==> src/rtl/alu_cmd_queue.sv <==
// Command FIFO in front of the 8-bit combinational ALU, with a registered, back-pressured result.
// Optional build macro ALU_CMD_QUEUE_FLAGS_EN adds registered out_zero/out_neg result flags.
module alu_cmd_queue #(
    parameter int DEPTH = 4,
    localparam int CW = $clog2(DEPTH) + 1
) (
    input  logic          clk,
    input  logic          rst,
    input  logic          in_valid,
    output logic          in_ready,
    input  logic [7:0]    in_a,
    input  logic [7:0]    in_b,
    input  logic [2:0]    in_func,
    output logic [7:0]    alu_a,
    output logic [7:0]    alu_b,
    output logic [2:0]    alu_func,
    input  logic [7:0]    alu_c,
    output logic          out_valid,
    input  logic          out_ready,
    output logic [7:0]    out_c,
    output logic [2:0]    out_func,
`ifdef ALU_CMD_QUEUE_FLAGS_EN
    output logic          out_zero,
    output logic          out_neg,
`endif
    output logic [CW-1:0] count
);

    localparam int AW = $clog2(DEPTH);
    localparam logic [CW-1:0] FULL_COUNT = CW'(DEPTH);

    typedef enum logic {IDLE, HOLD} state_t;

    logic [7:0]    mem_a_q    [DEPTH];
    logic [7:0]    mem_b_q    [DEPTH];
    logic [2:0]    mem_func_q [DEPTH];

    logic [AW-1:0] wr_ptr_q, rd_ptr_q;
    logic [CW-1:0] count_q, count_d;
    state_t        state_q, state_d;
    logic [7:0]    out_c_q;
    logic [2:0]    out_func_q;
    logic          push, pop, not_empty;

    assign not_empty = (count_q != '0);
    assign in_ready  = (count_q < FULL_COUNT);
    assign push      = in_valid && in_ready;

    // Idle drive of func=111 makes the ALU return 0 while the queue is empty.
    assign alu_a    = not_empty ? mem_a_q[rd_ptr_q]    : 8'h00;
    assign alu_b    = not_empty ? mem_b_q[rd_ptr_q]    : 8'h00;
    assign alu_func = not_empty ? mem_func_q[rd_ptr_q] : 3'b111;

    always_ff @(posedge clk) begin
        if (push) begin
            mem_a_q[wr_ptr_q]    <= in_a;
            mem_b_q[wr_ptr_q]    <= in_b;
            mem_func_q[wr_ptr_q] <= in_func;
        end
    end

    // A pop is always a capture: the head leaves the queue exactly when its result is registered.
    always_comb begin
        state_d = state_q;
        pop     = 1'b0;
        case (state_q)
            IDLE: begin
                if (not_empty) begin
                    pop     = 1'b1;
                    state_d = HOLD;
                end
            end
            HOLD: begin
                if (out_ready) begin
                    if (not_empty) begin
                        pop = 1'b1;
                    end else begin
                        state_d = IDLE;
                    end
                end
            end
            default: state_d = IDLE;
        endcase
    end

    always_comb begin
        count_d = count_q;
        case ({push, pop})
            2'b10:   count_d = count_q + CW'(1);
            2'b01:   count_d = count_q - CW'(1);
            default: count_d = count_q;
        endcase
    end

    always_ff @(posedge clk) begin
        if (rst) begin
            wr_ptr_q   <= '0;
            rd_ptr_q   <= '0;
            count_q    <= '0;
            state_q    <= IDLE;
            out_c_q    <= 8'h00;
            out_func_q <= 3'b000;
        end else begin
            if (push) wr_ptr_q <= wr_ptr_q + AW'(1);
            if (pop) begin
                rd_ptr_q   <= rd_ptr_q + AW'(1);
                out_c_q    <= alu_c;
                out_func_q <= mem_func_q[rd_ptr_q];
            end
            count_q <= count_d;
            state_q <= state_d;
        end
    end

`ifdef ALU_CMD_QUEUE_FLAGS_EN
    logic out_zero_q, out_neg_q;

    always_ff @(posedge clk) begin
        if (rst) begin
            out_zero_q <= 1'b0;
            out_neg_q  <= 1'b0;
        end else if (pop) begin
            out_zero_q <= (alu_c == 8'h00);
            out_neg_q  <= alu_c[7];
        end
    end

    assign out_zero = out_zero_q;
    assign out_neg  = out_neg_q;
`endif

    assign out_valid = (state_q == HOLD);
    assign out_c     = out_c_q;
    assign out_func  = out_func_q;
    assign count     = count_q;

endmodule

==> config.mk <==
export PLATFORM = sky130hd
export DESIGN_NAME = alu_cmd_queue
export DESIGN_NICKNAME = d
export VERILOG_FILES = /design/src/rtl/alu_cmd_queue.sv
export SDC_FILE = /design/constraint.sdc
export NUM_CORES = 1
export LEC_CHECK = 0
export ABC_AREA = 1
export CORE_UTILIZATION = 43
export CTS_CLUSTER_SIZE = 8
export DETAILED_ROUTE_END_ITERATION = 10
export PLACE_DENSITY = 0.69
export SLEW_MARGIN = 20
export SYNTH_ARGS = -nofsm -noshare
export SYNTH_HDL_FRONTEND = slang
export SYNTH_SLANG_ARGS = --single-unit
==> constraint.sdc <==
create_clock -name clk -period 1.7 [get_ports clk]
set_input_delay 0.34 -clock clk [delete_from_list [all_inputs] [get_ports clk]]
set_output_delay 0.34 -clock clk [all_outputs]
set_load 0.03 [all_outputs]
==> qor.txt, run 1 <==
Outcome - finished, violations left
Failing checks - negative setup slack
Share of power burned in registers - 32.1%
Diode count - 0
Syn Nets - 398
Power density over the cells - 1880 mW/mm2
Total GRT Usage - 18.2%
Synth cell types - 19
R2R depth - 13
Leakage - 2.08 nW
Nets@finish - 488
Setup-failing EPs final - 20
First-pass GRT wire length - 13,300 um
CTS tree - done
Pin count of the biggest net entering global routing - 20
Clk sinks - 97
Die height - 97.2 um
Clock edge transition at the registers on the reported setup and hold paths - 90 ps
Avg Cell Area, Syn - 10.8 um2
Largest fanout on the critical path - 7
Cells after Synth - 361
RSZ-0062 raised after global routing - true
R2R Path Start - count[1]
Yosys reg bits - 97
Vias in the first global route - 2,707
Max-slew violations - 0
Clock Skew - 8.63 ps
Post-route cell area - 0.00529 mm2
I/O pin count - 66
Share of layout cells above drive strength 1 - 23.9%
Max VDD drop - 0.00101 V
DIE AREA - 0.00944 mm2
Vias - 2,754
Final wirelength - 8320 um
Rows - 34
Switching Fraction - 41.9%
Clock power frac - 14.9%
Inst Count DP - 543
Area grow syn2layout - 35.9%
CTS Buf Count - 9
Port buffer count - 65
Fin crit period - 1870 ps
Post-DP Area - 0.00488 mm2
Worst-Margin Slew - 312 ps
Startpoint types - flip-flop
Flop2flop setup slack - -110 ps
Die W - 97.2 um
Grt ovf - 0
CTS Hold Bufs - 0
Mapped Area - 0.00389 mm2
Routed vias/inst - 4.88
Worst Slack Setup Final - -171 ps
Antenna-violating nets left - 0
Worst-Skew Late Latency - 350 ps
Hold Vio Cnt, Final - 0
Worst r2r dst - count[2]
Initial antenna violation count - 0
Slew HR - 79.3%
Tcrit/Tclk final - 110%
Starting density of the core - 44.4%
FMAX - 535 MHz
Placer Congestion - 0.741
CP endpoint kind - output pin
# DRC - 0
Setup TNS - -2580 ps
Layout Cells excl Fill - 564
Worst hold slack - 488 ps
Required time worst endpoint - 1360 ps
Internal power - 5.78 mW
Setup CP Type - flip-flop to output pin
Dpl hpwl - 5390 um
Critical path destination - alu_a[2]
Combinational share of power - 53.0%
Net Switching - 4.16 mW
Hold crit path type - flip-flop to flip-flop
Core area - 0.00876 mm2
Clock tree root buffer cell - clkbuf_8
Max cap viols - 0
H-tree Lvls - 3
Post-synthesis sequential area ratio - 69.4%
Detailed Route Iter0 Violations - 147
Arr. time, crit path - 1530 ps
DRT Pass-1 Iters - 4
Yosys warning total - 0
WL per Instance - 14.7 um
Clock Tree Buf Depth - 2
==> critical path, stage by stage (launching register included) <==
cell     delay [ps]
dfxtp_4         450
buf_12          160
nor2_4           40
nor2_2           90
o21ai_1          80
a21oi_2         190
buf_12          140
==> layer usage <==
layer  global-route usage [%]  part of all wire, %
met4                     6.31                  1.0
met1                     22.6                   42
met2                     31.1                   53
met5                        0                    0
met3                     4.53                  3.3
==> flip-flops by register name, indices dropped and copies added (netlist names), named ones only <==
signal and count:
out_valid 1, wr_ptr_q 2, mem_b_q 32, count 3
rd_ptr_q 2, out_c 8, out_func 3, mem_a_q 32
mem_func_q 12
==> synthesized netlist by cell type <==
cell      number  share of area, %
o21ai_0       25               3.2
nor2_1        96               9.3
nand2_4        1              0.29
clkbuf_2       1              0.13
clkbuf_1       3              0.29
nand3_1       11               1.4
inv_1         31               3.0
dfxtp_1       21                11
buf_4          1              0.19
o21ai_1       20               2.6
buf_6          3              0.87
inv_2          5              0.48
edfxtp_1      76                59
a21oi_1       21               2.7
nand2_1       33               3.2
ha_1           5               1.6
buf_2          6              0.77
fa_1           1              0.51
nand2_2        1              0.16
==> layout make-up <==
cell class	instances	area (um2)
sequential	97	2720
inverter	36	153
timing repair inverter	1	6.26
tap	108	135
multi-input combinational	214	1110
timing repair buffer	92	983
clock inverter	6	66.3
clock buffer	10	128
fill	703	3470
==> power groups by stage <==
| stage | Sequential (mW) | Clock, mW | Combinational (mW) |
|---|---|---|---|
| finish | 3.19 | 1.48 | 5.27 |
| global placement | 3.19 | 0 | 4.76 |
| global route | 3.23 | 1.61 | 5.68 |
| detailed placement | 3.20 | 0 | 4.83 |
| floorplan | 3.49 | 0 | 2.62 |
| CTS | 3.18 | 1.51 | 5.15 |
==> kinds of logic (layout without fill, tap and decap cells) <==
group / after synthesis / count (layout) / share of synthesized area, %
flip-flops: 97 / 97 / 69.4
AND/OR/NAND/NOR: 142 / 142 / 14.3
buffers and inverters: 50 / 145 / 5.72
AO/OA/AOI/OAI: 66 / 66 / 8.48
adder cells (fa/ha/maj): 6 / 6 / 2.12
==> repair_timing <==
item,in CTS,in global routing
endpoints found under the hold margin,0,0
pin swaps,7,10
cloned,1,1
setup endpoints to repair,36,21
gates resized for setup,58,24
setup buffers,3,0
==> worst min path at each step <==
stage,start,endpoint,slack [ps],cells after the start
after floorplan,rst,flip-flop,420,1
after global placement,out_c[6],out_c[6],470,2
after detailed placement,out_c[4],out_c[4],480,2
after CTS,out_c[4],out_c[4],490,2
after global routing,out_c[5],out_c[5],520,2
final,out_c[4],out_c[4],490,2
==> per-stage QoR <==
step / util [%] / setup WS, ps / power [mW]
after floorplan: - / -209 / 6.11
after global placement: 55.6 / -386 / 7.95
after detailed placement: 55.6 / -456 / 8.04
after CTS: 59.3 / -150 / 9.83
after global routing: 60.4 / -262 / 10.5
final: 60.4 / -171 / 9.94
==> cell usage in the layout, fill, tap and decap left out, types with 5 or more instances in the layout <==
master           netlist  final
nor2_1                96     81
edfxtp_1              76     76
nand2_1               33     32
inv_1                 31     31
o21ai_1               20     30
clkdlybuf4s50_1        0     30
buf_4                  1     18
buf_6                  3     18
dlygate4sd2_1          0     16
dfxtp_1               21     15
o21ai_0               25     14
a21oi_2                0     13
nor2_2                 0     11
clkbuf_8               0      9
buf_12                 0      9
a21oi_1               21      8
nand3_1               11      6
nand3_2                0      5
ha_1                   5      5
Note: power is estimated with default switching activity, not from simulation.
==> run 2, diff against run 1 <==
--- a/config.mk
+++ b/config.mk
@@ -5,11 +5,10 @@
 export SDC_FILE = /design/constraint.sdc
 export NUM_CORES = 1
 export LEC_CHECK = 0
-export ABC_AREA = 1
 export CORE_UTILIZATION = 43
 export CTS_CLUSTER_SIZE = 8
 export DETAILED_ROUTE_END_ITERATION = 10
-export PLACE_DENSITY = 0.69
+export PLACE_DENSITY = 0.7
 export SLEW_MARGIN = 20
 export SYNTH_ARGS = -nofsm -noshare
 export SYNTH_HDL_FRONTEND = slang
==> run 2 against run 1 <==
Effect of this change:
- the flow still finishes with violations (negative setup slack)
- register-to-register slack got worse by 120 ps
- maximum frequency is 15% lower
- sequential share of layout area up 0.64 points
- area after synthesis shrank 2.3%
- die area shrank 2.3%
- design area fell by 1.3%
- clock-buffer cell count is the same
- synthesized cell count down 37%
- clock skew barely moved
- largest cell class unchanged
- highest routed layer unchanged
==> qor.txt, run 2 <==
Tcrit/Tclk final - 130% (+20 points)
Startpoint types - flip-flop
Cells after Synth - 226 (-37%)
Initial antenna violation count - 0 (unchanged)
Vias - 2,225 (-19%)
Post-synth ARST share - 0% (unchanged)
Largest fanout on the critical path - 5 (-2)
Final wirelength - 7210 um (-13%)
Antenna-violating nets left - 0 (unchanged)
R2R Path Start - count[2]
Worst hold slack - 486 ps (-2.32 ps)
Critical hold path startpoint - out_c[7]
Worst-Skew Late Latency - 350 ps (about the same)
Overall Power - 9.28 mW (-6.7%)
Final design utilization - 62.3% (+1.9 points)
Mapped Area - 0.00380 mm2 (-2.3%)
DRT Pass-1 Iters - 4 (unchanged)
Diode count - 0 (unchanged)
Die height - 96.1 um (-1.1%)
Leakage - 1.91 nW (-8.3%)
Slew HR - 77.9% (-1.3 points)
Routed vias/inst - 5.11 (+4.8%)
Setup TNS - -7740 ps (-5160 ps)
Power density over the cells - 1780 mW/mm2 (-5.4%)
Switching Fraction - 34.2% (-7.7 points)
Rows - 33 (-2.9%)
Fin crit period - 2210 ps (+341 ps)
Dpl hpwl - 4620 um (-14%)
Hold Vio Cnt, Final - 0 (unchanged)
Worst hold stages - 2 (unchanged)
I/O pin count - 66 (unchanged)
Max cap viols - 0 (unchanged)
Met2 routed WL - 3890 um (-12%)
Internal power - 6.11 mW (+5.8%)
R2R depth - 9 (-4)
Grt ovf - 0 (unchanged)
Pin count of the biggest net entering global routing - 22 (+10%)
CP endpoint kind - output pin
Worst r2r dst - count[2]
Synth top cells by count - edfxtp_1 (76), dfxtp_1 (21), and2_1 (20), mux4_2 (19), a21oi_1 (16)
DIE AREA - 0.00923 mm2 (-2.3%)
Met3 Wirelength - 283 um (+4.4%)
Commonest non-fill, non-tap cell in the layout - edfxtp_1
Arr. time, crit path - 1870 ps (+340 ps)
Clk sinks - 97 (unchanged)
Max VDD drop - 0.00119 V (+18%)
Nets@finish - 362 (-26%)
Worst Slack Setup Final - -511 ps (-341 ps)
Hold crit path type - flip-flop to flip-flop
Clock edge transition at the registers on the reported setup and hold paths - 100 ps (about the same)
Setup CP Type - flip-flop to output pin
WL per Instance - 16.6 um (+12%)
Clock Tree Buf Depth - 2 (unchanged)
Avg Cell Area, Syn - 16.8 um2 (+56%)
Share of power burned in registers - 33.3% (+1.2 points)
Largest regs - mem_a_q (32), mem_b_q (32), mem_func_q (12)
Starting density of the core - 45.4% (+0.95 points)
Syn Nets - 263 (-34%)
Yosys reg bits - 97 (unchanged)
First-pass GRT wire length - 10,900 um (-18%)
Total GRT Usage - 16.7% (-1.6 points)
H-tree Lvls - 3 (unchanged)
Area grow syn2layout - 37.3%
Clock tree root buffer cell - clkbuf_8
FMAX - 452 MHz (-15%)
Hold endpoint - out_c[7]
WL met1 - 2960 um (-16%)
Synth area leaders - edfxtp_1 (60%), mux4_2 (11%), dfxtp_1 (11%)
Most frequent cells in the layout - edfxtp_1 (76), clkdlybuf4s50_1 (30), buf_6 (24)
Vias in the first global route - 2,238 (-17%)
Clock Skew - 8.38 ps (-0.253 ps)
Setup-failing EPs final - 21 (+5.0%)
Max-slew violations - 0 (unchanged)
Detailed Route Iter0 Violations - 112 (-24%)
Most common cell in the netlist - edfxtp_1
Post-synth EDFFs - 76 (unchanged)
Flop2flop setup slack - -230 ps (-120 ps)
CTS Buf Count - 9 (unchanged)
Outcome - finished, violations left
Combinational share of power - 48.6% (-4.4 points)
Port buffer count - 65 (unchanged)
Synth top area share - 60.0% (+1.4 points)
Net Switching - 3.17 mW (-24%)
Die W - 96.1 um (-1.1%)
Share of layout cells above drive strength 1 - 36.1% (+12 points)
Worst-Margin Slew - 333 ps (+20.3 ps)
Top Metal Used - met4
Top_reg_cell synth - edfxtp_1
Required time worst endpoint - 1360 ps (about the same)
Clock power frac - 18.2% (+3.3 points)
Place WS - -572 ps (-116 ps)
CTS tree - done
Synth cell types - 27 (+8)
Yosys warning total - 0 (unchanged)
Placer Congestion - 0.746 (+0.70%)
Failing checks - negative setup slack
Core area - 0.00838 mm2 (-4.4%)
Yosys top cell by area - edfxtp_1
# DRC - 0 (unchanged)
RSZ-0062 raised after global routing - true
Post-synthesis sequential area ratio - 71.0% (+1.6 points)
## run 2: final cells by class
class	instances	area (um2)
Fill cell	628	3160
Multi-Input combinational cell	108	1060
Inverter	8	32.5
Sequential cell	97	2710
Timing Repair Buffer	101	1060
Clock buffer	10	138
Clock inverter	6	96.3
Tap cell	105	131
## run 2: cells by family (layout without fill, tap and decap cells)
family	after synthesis	count (layout)	share of synthesized area, %
xor+xnor	3	3	0.691
fa+ha+maj	6	6	2.17
compound gates	31	31	4.44
mux	20	20	11.5
simple gates	48	48	7.37
buf+inv	21	125	2.79
flops	97	97	71.0
## run 2: per-layer routing
layer  track usage (%)  vias to the layer above
li1                  -                     1052
met1              20.5                     1116
met2              29.3                       49
met3              3.00                        8
met4              6.47                        0
met5                 0                        -
## run 2: critical path, cell delays in order (launching register included)
cell and delay, ps:
dfxtp_4 390, buf_8 120, buf_6 110, mux4_2 500, or2_1 260, buf_6 140
## run 2: worst max-delay path by stage
stage | startpoint | end | slack (ps)
after global routing | flip-flop | alu_func[2] | -560
after floorplan | count[2] | count[2] | -230
final | flip-flop | alu_func[2] | -510
after detailed placement | out_ready | count[2] | -570
after CTS | flip-flop | alu_func[0] | -540
after global placement | out_ready | count[2] | -500
## run 2: metrics by stage
step	area (um2)	std cells
detailed placement	4820	409
finish	5220	435
floorplan	3870	226
global route	5220	435
global placement	4820	409
CTS	5170	431
## run 2: timing repair
| action | 4_1_cts | 5_1_grt |
|---|---|---|
| resized for setup | 111 | 44 |
| gates cloned | 0 | 1 |
| pin swaps | 5 | 6 |
| setup buffers | 6 | 5 |
| setup endpoints to repair | 37 | 21 |
| hold buffers | 0 | 0 |
## run 2: power by group through the flow
stage               sequential [mW]  clock [mW]  combinational [mW]
floorplan                      3.36           0                2.33
global placement               3.10           0                4.08
detailed placement             3.12           0                4.12
CTS                            3.08        1.74                4.35
global route                   3.13        1.82                4.79
finish                         3.09        1.68                4.51
